==> src/rtl/ram_ctrl_pkg.sv <==
// ram_ctrl_pkg: shared definitions for the ram_ctrl slice.
//   state_t         controller FSM states (INIT fill, IDLE, WAIT states, RESP)
//   WAIT_CYC_MAX    largest supported number of access wait states
//   WAIT_CNT_W      width of the wait-state counter
//   f_even_parity   even-parity bit over the low i_width bits of i_data
package ram_ctrl_pkg;

  typedef enum logic [1:0] {
    ST_INIT = 2'd0,
    ST_IDLE = 2'd1,
    ST_WAIT = 2'd2,
    ST_RESP = 2'd3
  } state_t;

  localparam int unsigned WAIT_CYC_MAX = 15;
  localparam int unsigned WAIT_CNT_W   = $clog2(WAIT_CYC_MAX + 1);
  localparam int unsigned PARITY_MAX_W = 64;

  // Width is a run-time argument so one function serves any DATA_W up to 64.
  function automatic logic f_even_parity(input logic [PARITY_MAX_W-1:0] i_data,
                                         input int unsigned             i_width);
    logic p;
    p = 1'b0;
    for (int unsigned i = 0; i < PARITY_MAX_W; i++) begin
      if (i < i_width) p = p ^ i_data[i];
    end
    return p;
  endfunction

endpackage

==> src/rtl/ram_array.sv <==
// ram_array: word-addressed storage, 2**ADDR_W words of DATA_W bits.
//   clk      write clock
//   i_we     write enable (synchronous write on rising clk)
//   i_waddr  write address
//   i_wdata  write word
//   i_raddr  read address
//   o_rdata  read word (combinational read of i_raddr)
// Contents are not reset; the controller fills them after reset.
module ram_array #(
  parameter int unsigned ADDR_W = 7,
  parameter int unsigned DATA_W = 16
) (
  input  logic              clk,
  input  logic              i_we,
  input  logic [ADDR_W-1:0] i_waddr,
  input  logic [DATA_W-1:0] i_wdata,
  input  logic [ADDR_W-1:0] i_raddr,
  output logic [DATA_W-1:0] o_rdata
);

  localparam int unsigned DEPTH = 1 << ADDR_W;

  logic [DATA_W-1:0] r_mem [DEPTH];

  always_ff @(posedge clk) begin
    if (i_we) r_mem[i_waddr] <= i_wdata;
  end

  assign o_rdata = r_mem[i_raddr];

endmodule

==> src/rtl/ram_ctrl.sv <==
// ram_ctrl: single-port RAM controller with post-reset memory fill.
//   clk    clock, all state changes on the rising edge
//   reset  asynchronous active-low reset
//   req    access request, sampled only while ready=1
//   we     1=write, 0=read, qualified by req
//   addr   word address
//   wdata  write data
//   ready  controller accepts a request this cycle (IDLE)
//   done   one-cycle completion pulse for reads and writes
//   rdata  read data, valid with done on a read, held otherwise
//   busy   memory fill (INIT) in progress
//   perr   (RAM_CTRL_PARITY_EN only) stored parity mismatch, with done on a read
// Optional feature macro: RAM_CTRL_PARITY_EN adds a stored even-parity bit per
// word and the perr output.
module ram_ctrl
  import ram_ctrl_pkg::*;
#(
  parameter int unsigned       ADDR_W   = 7,
  parameter int unsigned       DATA_W   = 16,
  parameter int unsigned       WAIT_CYC = 1,
  parameter logic [DATA_W-1:0] INIT_VAL = '0
) (
  input  logic              clk,
  input  logic              reset,
  input  logic              req,
  input  logic              we,
  input  logic [ADDR_W-1:0] addr,
  input  logic [DATA_W-1:0] wdata,
  output logic              ready,
  output logic              done,
  output logic [DATA_W-1:0] rdata,
  output logic              busy
`ifdef RAM_CTRL_PARITY_EN
  ,
  output logic              perr
`endif
);

  if (WAIT_CYC > WAIT_CYC_MAX) begin : g_wait_range
    $error("ram_ctrl: WAIT_CYC above supported maximum");
  end

`ifdef RAM_CTRL_PARITY_EN
  localparam int unsigned PAR_W = 1;
`else
  localparam int unsigned PAR_W = 0;
`endif
  localparam int unsigned WORD_W = DATA_W + PAR_W;

  localparam logic [ADDR_W-1:0]     LAST_ADDR = '1;
  localparam logic [WAIT_CNT_W-1:0] WAIT_LOAD =
    (WAIT_CYC == 0) ? '0 : WAIT_CNT_W'(WAIT_CYC - 1);

  state_t                r_state;
  state_t                w_next;
  logic [ADDR_W-1:0]     r_init_cnt;
  logic [WAIT_CNT_W-1:0] r_wait_cnt;
  logic                  r_we;
  logic [ADDR_W-1:0]     r_addr;
  logic [DATA_W-1:0]     r_wdata;
  logic [DATA_W-1:0]     r_rdata;

  logic                  w_acc_we;
  logic [ADDR_W-1:0]     w_acc_addr;
  logic [DATA_W-1:0]     w_acc_wdata;
  logic                  w_enter_resp;
  logic                  w_mem_we;
  logic [ADDR_W-1:0]     w_mem_waddr;
  logic [DATA_W-1:0]     w_mem_wdata;
  logic [WORD_W-1:0]     w_mem_wword;
  logic [WORD_W-1:0]     w_mem_rword;
  logic [DATA_W-1:0]     w_rd_data;

  // State register
  always_ff @(posedge clk or negedge reset) begin
    if (!reset) r_state <= ST_INIT;
    else        r_state <= w_next;
  end

  // Next state and status outputs
  always_comb begin
    w_next = r_state;
    ready  = 1'b0;
    done   = 1'b0;
    busy   = 1'b0;
    case (r_state)
      ST_INIT: begin
        busy = 1'b1;
        if (r_init_cnt == LAST_ADDR) w_next = ST_IDLE;
      end
      ST_IDLE: begin
        ready = 1'b1;
        if (req) w_next = (WAIT_CYC == 0) ? ST_RESP : ST_WAIT;
      end
      ST_WAIT: begin
        if (r_wait_cnt == '0) w_next = ST_RESP;
      end
      ST_RESP: begin
        done   = 1'b1;
        w_next = ST_IDLE;
      end
      default: w_next = ST_INIT;
    endcase
  end

  // With WAIT_CYC=0 RESP is entered on the accepting edge itself, so the
  // access must come straight from the inputs while IDLE; afterwards it comes
  // from the latches, which keeps later input changes out of the access.
  always_comb begin
    w_acc_we    = r_we;
    w_acc_addr  = r_addr;
    w_acc_wdata = r_wdata;
    if (r_state == ST_IDLE) begin
      w_acc_we    = we;
      w_acc_addr  = addr;
      w_acc_wdata = wdata;
    end
    w_enter_resp = (w_next == ST_RESP) && (r_state != ST_RESP);

    w_mem_we    = 1'b0;
    w_mem_waddr = w_acc_addr;
    w_mem_wdata = w_acc_wdata;
    if (r_state == ST_INIT) begin
      w_mem_we    = 1'b1;
      w_mem_waddr = r_init_cnt;
      w_mem_wdata = INIT_VAL;
    end else if (w_enter_resp && w_acc_we) begin
      w_mem_we = 1'b1;
    end
  end

`ifdef RAM_CTRL_PARITY_EN
  assign w_mem_wword = {f_even_parity(PARITY_MAX_W'(w_mem_wdata), DATA_W), w_mem_wdata};
`else
  assign w_mem_wword = w_mem_wdata;
`endif
  assign w_rd_data = w_mem_rword[DATA_W-1:0];

  // Counters, request latches and read data register
  always_ff @(posedge clk or negedge reset) begin
    if (!reset) begin
      r_init_cnt <= '0;
      r_wait_cnt <= '0;
      r_we       <= 1'b0;
      r_addr     <= '0;
      r_wdata    <= '0;
      r_rdata    <= '0;
    end else begin
      // Counter parks on the last address instead of wrapping.
      if ((r_state == ST_INIT) && (r_init_cnt != LAST_ADDR))
        r_init_cnt <= r_init_cnt + ADDR_W'(1);
      if ((r_state == ST_IDLE) && req) begin
        r_we       <= we;
        r_addr     <= addr;
        r_wdata    <= wdata;
        r_wait_cnt <= WAIT_LOAD;
      end else if ((r_state == ST_WAIT) && (r_wait_cnt != '0)) begin
        r_wait_cnt <= r_wait_cnt - WAIT_CNT_W'(1);
      end
      if (w_enter_resp && !w_acc_we) r_rdata <= w_rd_data;
    end
  end

  assign rdata = r_rdata;

`ifdef RAM_CTRL_PARITY_EN
  logic r_perr;
  always_ff @(posedge clk or negedge reset) begin
    if (!reset) r_perr <= 1'b0;
    else        r_perr <= w_enter_resp && !w_acc_we &&
                          (f_even_parity(PARITY_MAX_W'(w_rd_data), DATA_W) != w_mem_rword[DATA_W]);
  end
  assign perr = r_perr;
`endif

  ram_array #(
    .ADDR_W (ADDR_W),
    .DATA_W (WORD_W)
  ) u_array (
    .clk     (clk),
    .i_we    (w_mem_we),
    .i_waddr (w_mem_waddr),
    .i_wdata (w_mem_wword),
    .i_raddr (w_acc_addr),
    .o_rdata (w_mem_rword)
  );

endmodule

==> config.mk <==
export PLATFORM = sky130hd
export DESIGN_NAME = ram_ctrl
export DESIGN_NICKNAME = d
export VERILOG_FILES = /design/src/rtl/ram_ctrl_pkg.sv /design/src/rtl/ram_array.sv /design/src/rtl/ram_ctrl.sv
export SDC_FILE = /design/constraint.sdc
export NUM_CORES = 2
export LEC_CHECK = 0
export BUFFER_PORTS_ARGS = -buffer_cell sky130_fd_sc_hd__clkbuf_2
export CORE_UTILIZATION = 52
export CTS_BUF_LIST = sky130_fd_sc_hd__clkbuf_8
export DETAILED_ROUTE_END_ITERATION = 10
export PLACE_DENSITY = 0.79
export SLEW_MARGIN = 20
export SYNTH_ARGS = -nofsm -noshare
export SYNTH_HDL_FRONTEND = slang
export SYNTH_SLANG_ARGS = --single-unit
==> constraint.sdc <==
create_clock -name clk -period 5.38 [get_ports clk]
set_input_delay 0.538 -clock clk [delete_from_list [all_inputs] [get_ports clk]]
set_output_delay 0.538 -clock clk [all_outputs]
set_load 0.01 [all_outputs]
==> impl_metrics.tcl <==
set metrics [dict create \
    final_max_slew_viol_count 0 \
    post_synthesis_cells 5686 \
    ys_ff_latch 2101 \
    place_congestion 0.958 \
    design.final.nets 6080 \
    synth.avg_cell_area_um2 14.4 \
    ys_warns 0 \
    placed_cells_incl_taps 7747 \
    num_vias 53575 \
    die_w_um 399 \
    outcome "finished, final reports clean" \
    die_outline_area_um2 159000 \
    pre_cts_slack_ns 0.321 \
    drt_iter0_markers 9068 \
    post-dp-hpwl_um 138000 \
    buffer_levels_on_the_longest_clock_path 4 \
    crit_chain "nand2b_1, inv_2, buf_4, mux2i_4, nor2_4, buf_12, buf_4, a32oi_1, a32oi_1, nand3_1, a211oi_2, nand4_1" \
    initial_cell_density_of_the_core_pct 52.4 \
    maxcap_viol_count 0 \
    setup_violations 0 \
    worst_ep_required_time_ns 6.24 \
    fmax_mhz 192 \
    number_of_antenna_violations_at_the_first_check_in_global_routing 19 \
    layout-drive-gt1-share_pct 13.3 \
    min_period_over_period_pct 96.7 \
    die_h_um 399 \
    finalNonFillerCells 8358 \
    final_worst_clock_skew_ns 0.0666 \
    post_cts_setup_buffer_count 0 \
    path_buf_inv 4 \
    grt_overflow 0 \
    power_density_nw_per_um2 566 \
    worstPathMaxFanout 59 \
    hold_viol_final 0 \
    cp-end-kind "register" \
    seq_area_frac_synth_pct 76.7 \
    drt_wl_total_um 232000 \
    final.setup.worst_slack_ns 0.178 \
    ioPinCount 46 \
    largest_net_degree_at_the_start_of_global_routing 105 \
    fin_crit_ns 5.20 \
    cts_inserted_buffers 333 \
    cell_area_after_synthesis_um2 81900 \
    grt_first_pass_wirelength_um 334000 \
    wl_per_cell_um 27.7 \
    insertion_delay_ns 1.02 \
    number_of_buffers_added_on_ports 45 \
    worst_path_largest_cell_delay_ns 0.81 \
    worst_ep_arrival_time_ns 6.06 \
    critPathLaunchType "register" \
    drc 0 \
    cpLargestDelayFamily "buffers and inverters" \
    gr_util_all_layers_pct 28.8 \
    synth_flop_cell "sky130_fd_sc_hd__edfxtp_1" \
    tritoncts "done" \
    area_growth_syn_to_fin_pct 12.3 \
    leakagePower_uw 0.0319 \
    iteration_count_of_the_initial_detailed_routing_pass 7 \
    synth.net_count 5715 \
    tns_ns 0 \
    final_core_util_pct 58.9 \
    cts_max_level 5 \
    synth_edf_count 2048 \
    fin_worst_hold_slack_ns 0.227 \
    ant_nets 0 \
    clock_sinks 2101 \
    design.core.area_um2 156000 \
    worst-slew-pin-transition_ns 1.23 \
    rsz0062_at_grt "false" \
    root_buffer "sky130_fd_sc_hd__clkbuf_8" \
    row_count 145 \
    path_clk_slew_ns 0.07 \
    critical_path.slowest_cell "sky130_fd_sc_hd__a211oi_2" \
    ir_worst_vdd_mv 0.696 \
    routed_via_density 6.41 \
    ys_types 63 \
    holdCritPathClass "input port to register" \
    timing.max_slew.rel_slack_pct 17.5 \
    grt_pass1_vias 51398 \
    synthArstFlopShare_pct 2.52 \
    timing.setup.critical_path_class "register to register" \
]
[registers in the layout, summed over array words and instances (netlist names)]
register / flops
r_we: 1
r_wait_cnt: 4
r_wdata: 16
r_state: 2
r_init_cnt: 7
r_addr: 7
u_array.r_mem: 2048
rdata: 16
[per-stage QoR]
step	cell area [um^2]	total power, uW
after floorplan	81900	32400
after global placement	85900	39100
after detailed placement	85900	39600
after CTS	92000	51500
after global routing	92000	53600
final	92000	52100
[cells by family after synthesis]
kind of cell | after synthesis | synth area share, %
AO/OA/AOI/OAI | 417 | 3.89
XOR/XNOR | 8 | 0.0855
adder cells (fa/ha/maj) | 2 | 0.0306
buffers and inverters | 356 | 2.10
flip-flops | 2101 | 76.7
multiplexers | 231 | 3.73
AND/OR/NAND/NOR | 2571 | 13.4
[routing by layer]
layer  vias up  track usage (%)  share of wire (%)
met2      4530             43.3                 45
met3       784             8.75                 15
met5         -            0.363              0.099
li1      22152                -                  -
met4        24             15.9                5.6
met1     26085             37.6                 34
[cells in the mapped netlist (4+ instances only)]
| cell | number | area [um^2] |
|---|---|---|
| sky130_fd_sc_hd__a32oi_1 | 146 | 1280 |
| sky130_fd_sc_hd__buf_2 | 161 | 806 |
| sky130_fd_sc_hd__a221oi_1 | 4 | 35.0 |
| sky130_fd_sc_hd__a211oi_1 | 11 | 82.6 |
| sky130_fd_sc_hd__nor2_1 | 156 | 586 |
| sky130_fd_sc_hd__inv_1 | 9 | 33.8 |
| sky130_fd_sc_hd__buf_4 | 39 | 293 |
| sky130_fd_sc_hd__a21oi_1 | 15 | 75.1 |
| sky130_fd_sc_hd__a22o_1 | 22 | 193 |
| sky130_fd_sc_hd__buf_6 | 5 | 56.3 |
| sky130_fd_sc_hd__o2111ai_1 | 11 | 96.3 |
| sky130_fd_sc_hd__nor3_1 | 9 | 45.0 |
| sky130_fd_sc_hd__o21ai_0 | 8 | 40.0 |
| sky130_fd_sc_hd__o311ai_0 | 5 | 43.8 |
| sky130_fd_sc_hd__xnor2_1 | 4 | 35.0 |
| sky130_fd_sc_hd__nand2_1 | 1632 | 6130 |
| sky130_fd_sc_hd__mux2i_1 | 167 | 1670 |
| sky130_fd_sc_hd__a31oi_1 | 127 | 795 |
| sky130_fd_sc_hd__xor2_1 | 4 | 35.0 |
| sky130_fd_sc_hd__dfrtp_1 | 53 | 1330 |
| sky130_fd_sc_hd__nand3_1 | 521 | 2610 |
| sky130_fd_sc_hd__a31o_2 | 4 | 35.0 |
| sky130_fd_sc_hd__a22oi_1 | 27 | 203 |
| sky130_fd_sc_hd__nand4_1 | 207 | 1290 |
| sky130_fd_sc_hd__edfxtp_1 | 2048 | 61500 |
| sky130_fd_sc_hd__and3_1 | 14 | 87.6 |
| sky130_fd_sc_hd__clkbuf_1 | 121 | 454 |
| sky130_fd_sc_hd__o21a_1 | 4 | 30.0 |
| sky130_fd_sc_hd__mux4_2 | 57 | 1280 |
| sky130_fd_sc_hd__a32o_1 | 7 | 70.1 |
| sky130_fd_sc_hd__or3_1 | 8 | 50.1 |
| sky130_fd_sc_hd__a311oi_1 | 14 | 123 |
| sky130_fd_sc_hd__buf_1 | 20 | 75.1 |
[cell type report]
cell class | count | area, um^2
Tap cell | 2058 | 2570
Fill cell | 11048 | 64200
Inverter | 10 | 37.5
Multi-Input combinational cell | 3229 | 17600
Clock inverter | 224 | 980
Antenna cell | 10 | 25.0
Sequential cell | 2101 | 62800
Timing Repair Buffer | 376 | 3160
Clock buffer | 350 | 4820
[path summary, 6_finish.rpt]
path / from / cells after the start / to / slack, ns
setup / recovery: r_state[0] / 12 / rdata[9] / 0.18
setup reg to reg: r_state[0] / 12 / rdata[9] / 0.18
hold / removal: req / 5 / r_wdata[1] / 0.23
hold reg to reg: r_wdata[2] / 2 / r_wdata[2] / 0.50
max in group asynchronous: reset / 3 / rdata[4] / 4.33
min in group asynchronous: reset / 3 / r_wdata[12] / 0.31
[worst min-delay path: stages]
cell and delay, ns:
sky130_fd_sc_hd__clkbuf_2 0.10, sky130_fd_sc_hd__and2_1 0.16, sky130_fd_sc_hd__buf_4 0.25, sky130_fd_sc_hd__nand2_1 0.11, sky130_fd_sc_hd__nand2_1 0.04
[where the power goes]
group	switching (uW)	internal, uW	total (uW)
clock	6020	6120	12100
combinational	13800	4810	18600
sequential	427	20900	21400
total	20200	31900	52100
[layout by cell type (no fill, tap or decap), drive strengths merged, types with 7 or more instances in the layout]
cell type    netlist  routed
a211oi            11      11
a21oi             16      16
a22o              22      22
a22oi             27      27
a311oi            14      14
a31oi            127     127
a32o               7       7
a32oi            146     146
and3              14      14
buf              225     305
clkbuf           121     395
clkinv             0     111
dfrtp             53      53
diode              0      10
dlygate4sd3        0      26
edfxtp          2048    2048
inv               10     114
mux2i            169     169
mux4              58      58
nand2           1632    1632
nand3            521     521
nand4            207     207
nor2             159     159
nor3              10      10
o2111ai           11      11
o21ai              8       8
or3                8       8
[what timing repair did]
action                    in CTS  in global routing
gates resized for setup        0                  0
hold endpoints to repair      77                  0
hold buffers                  26                  0
No activity file was read; power rests on OpenSTA's default activity.
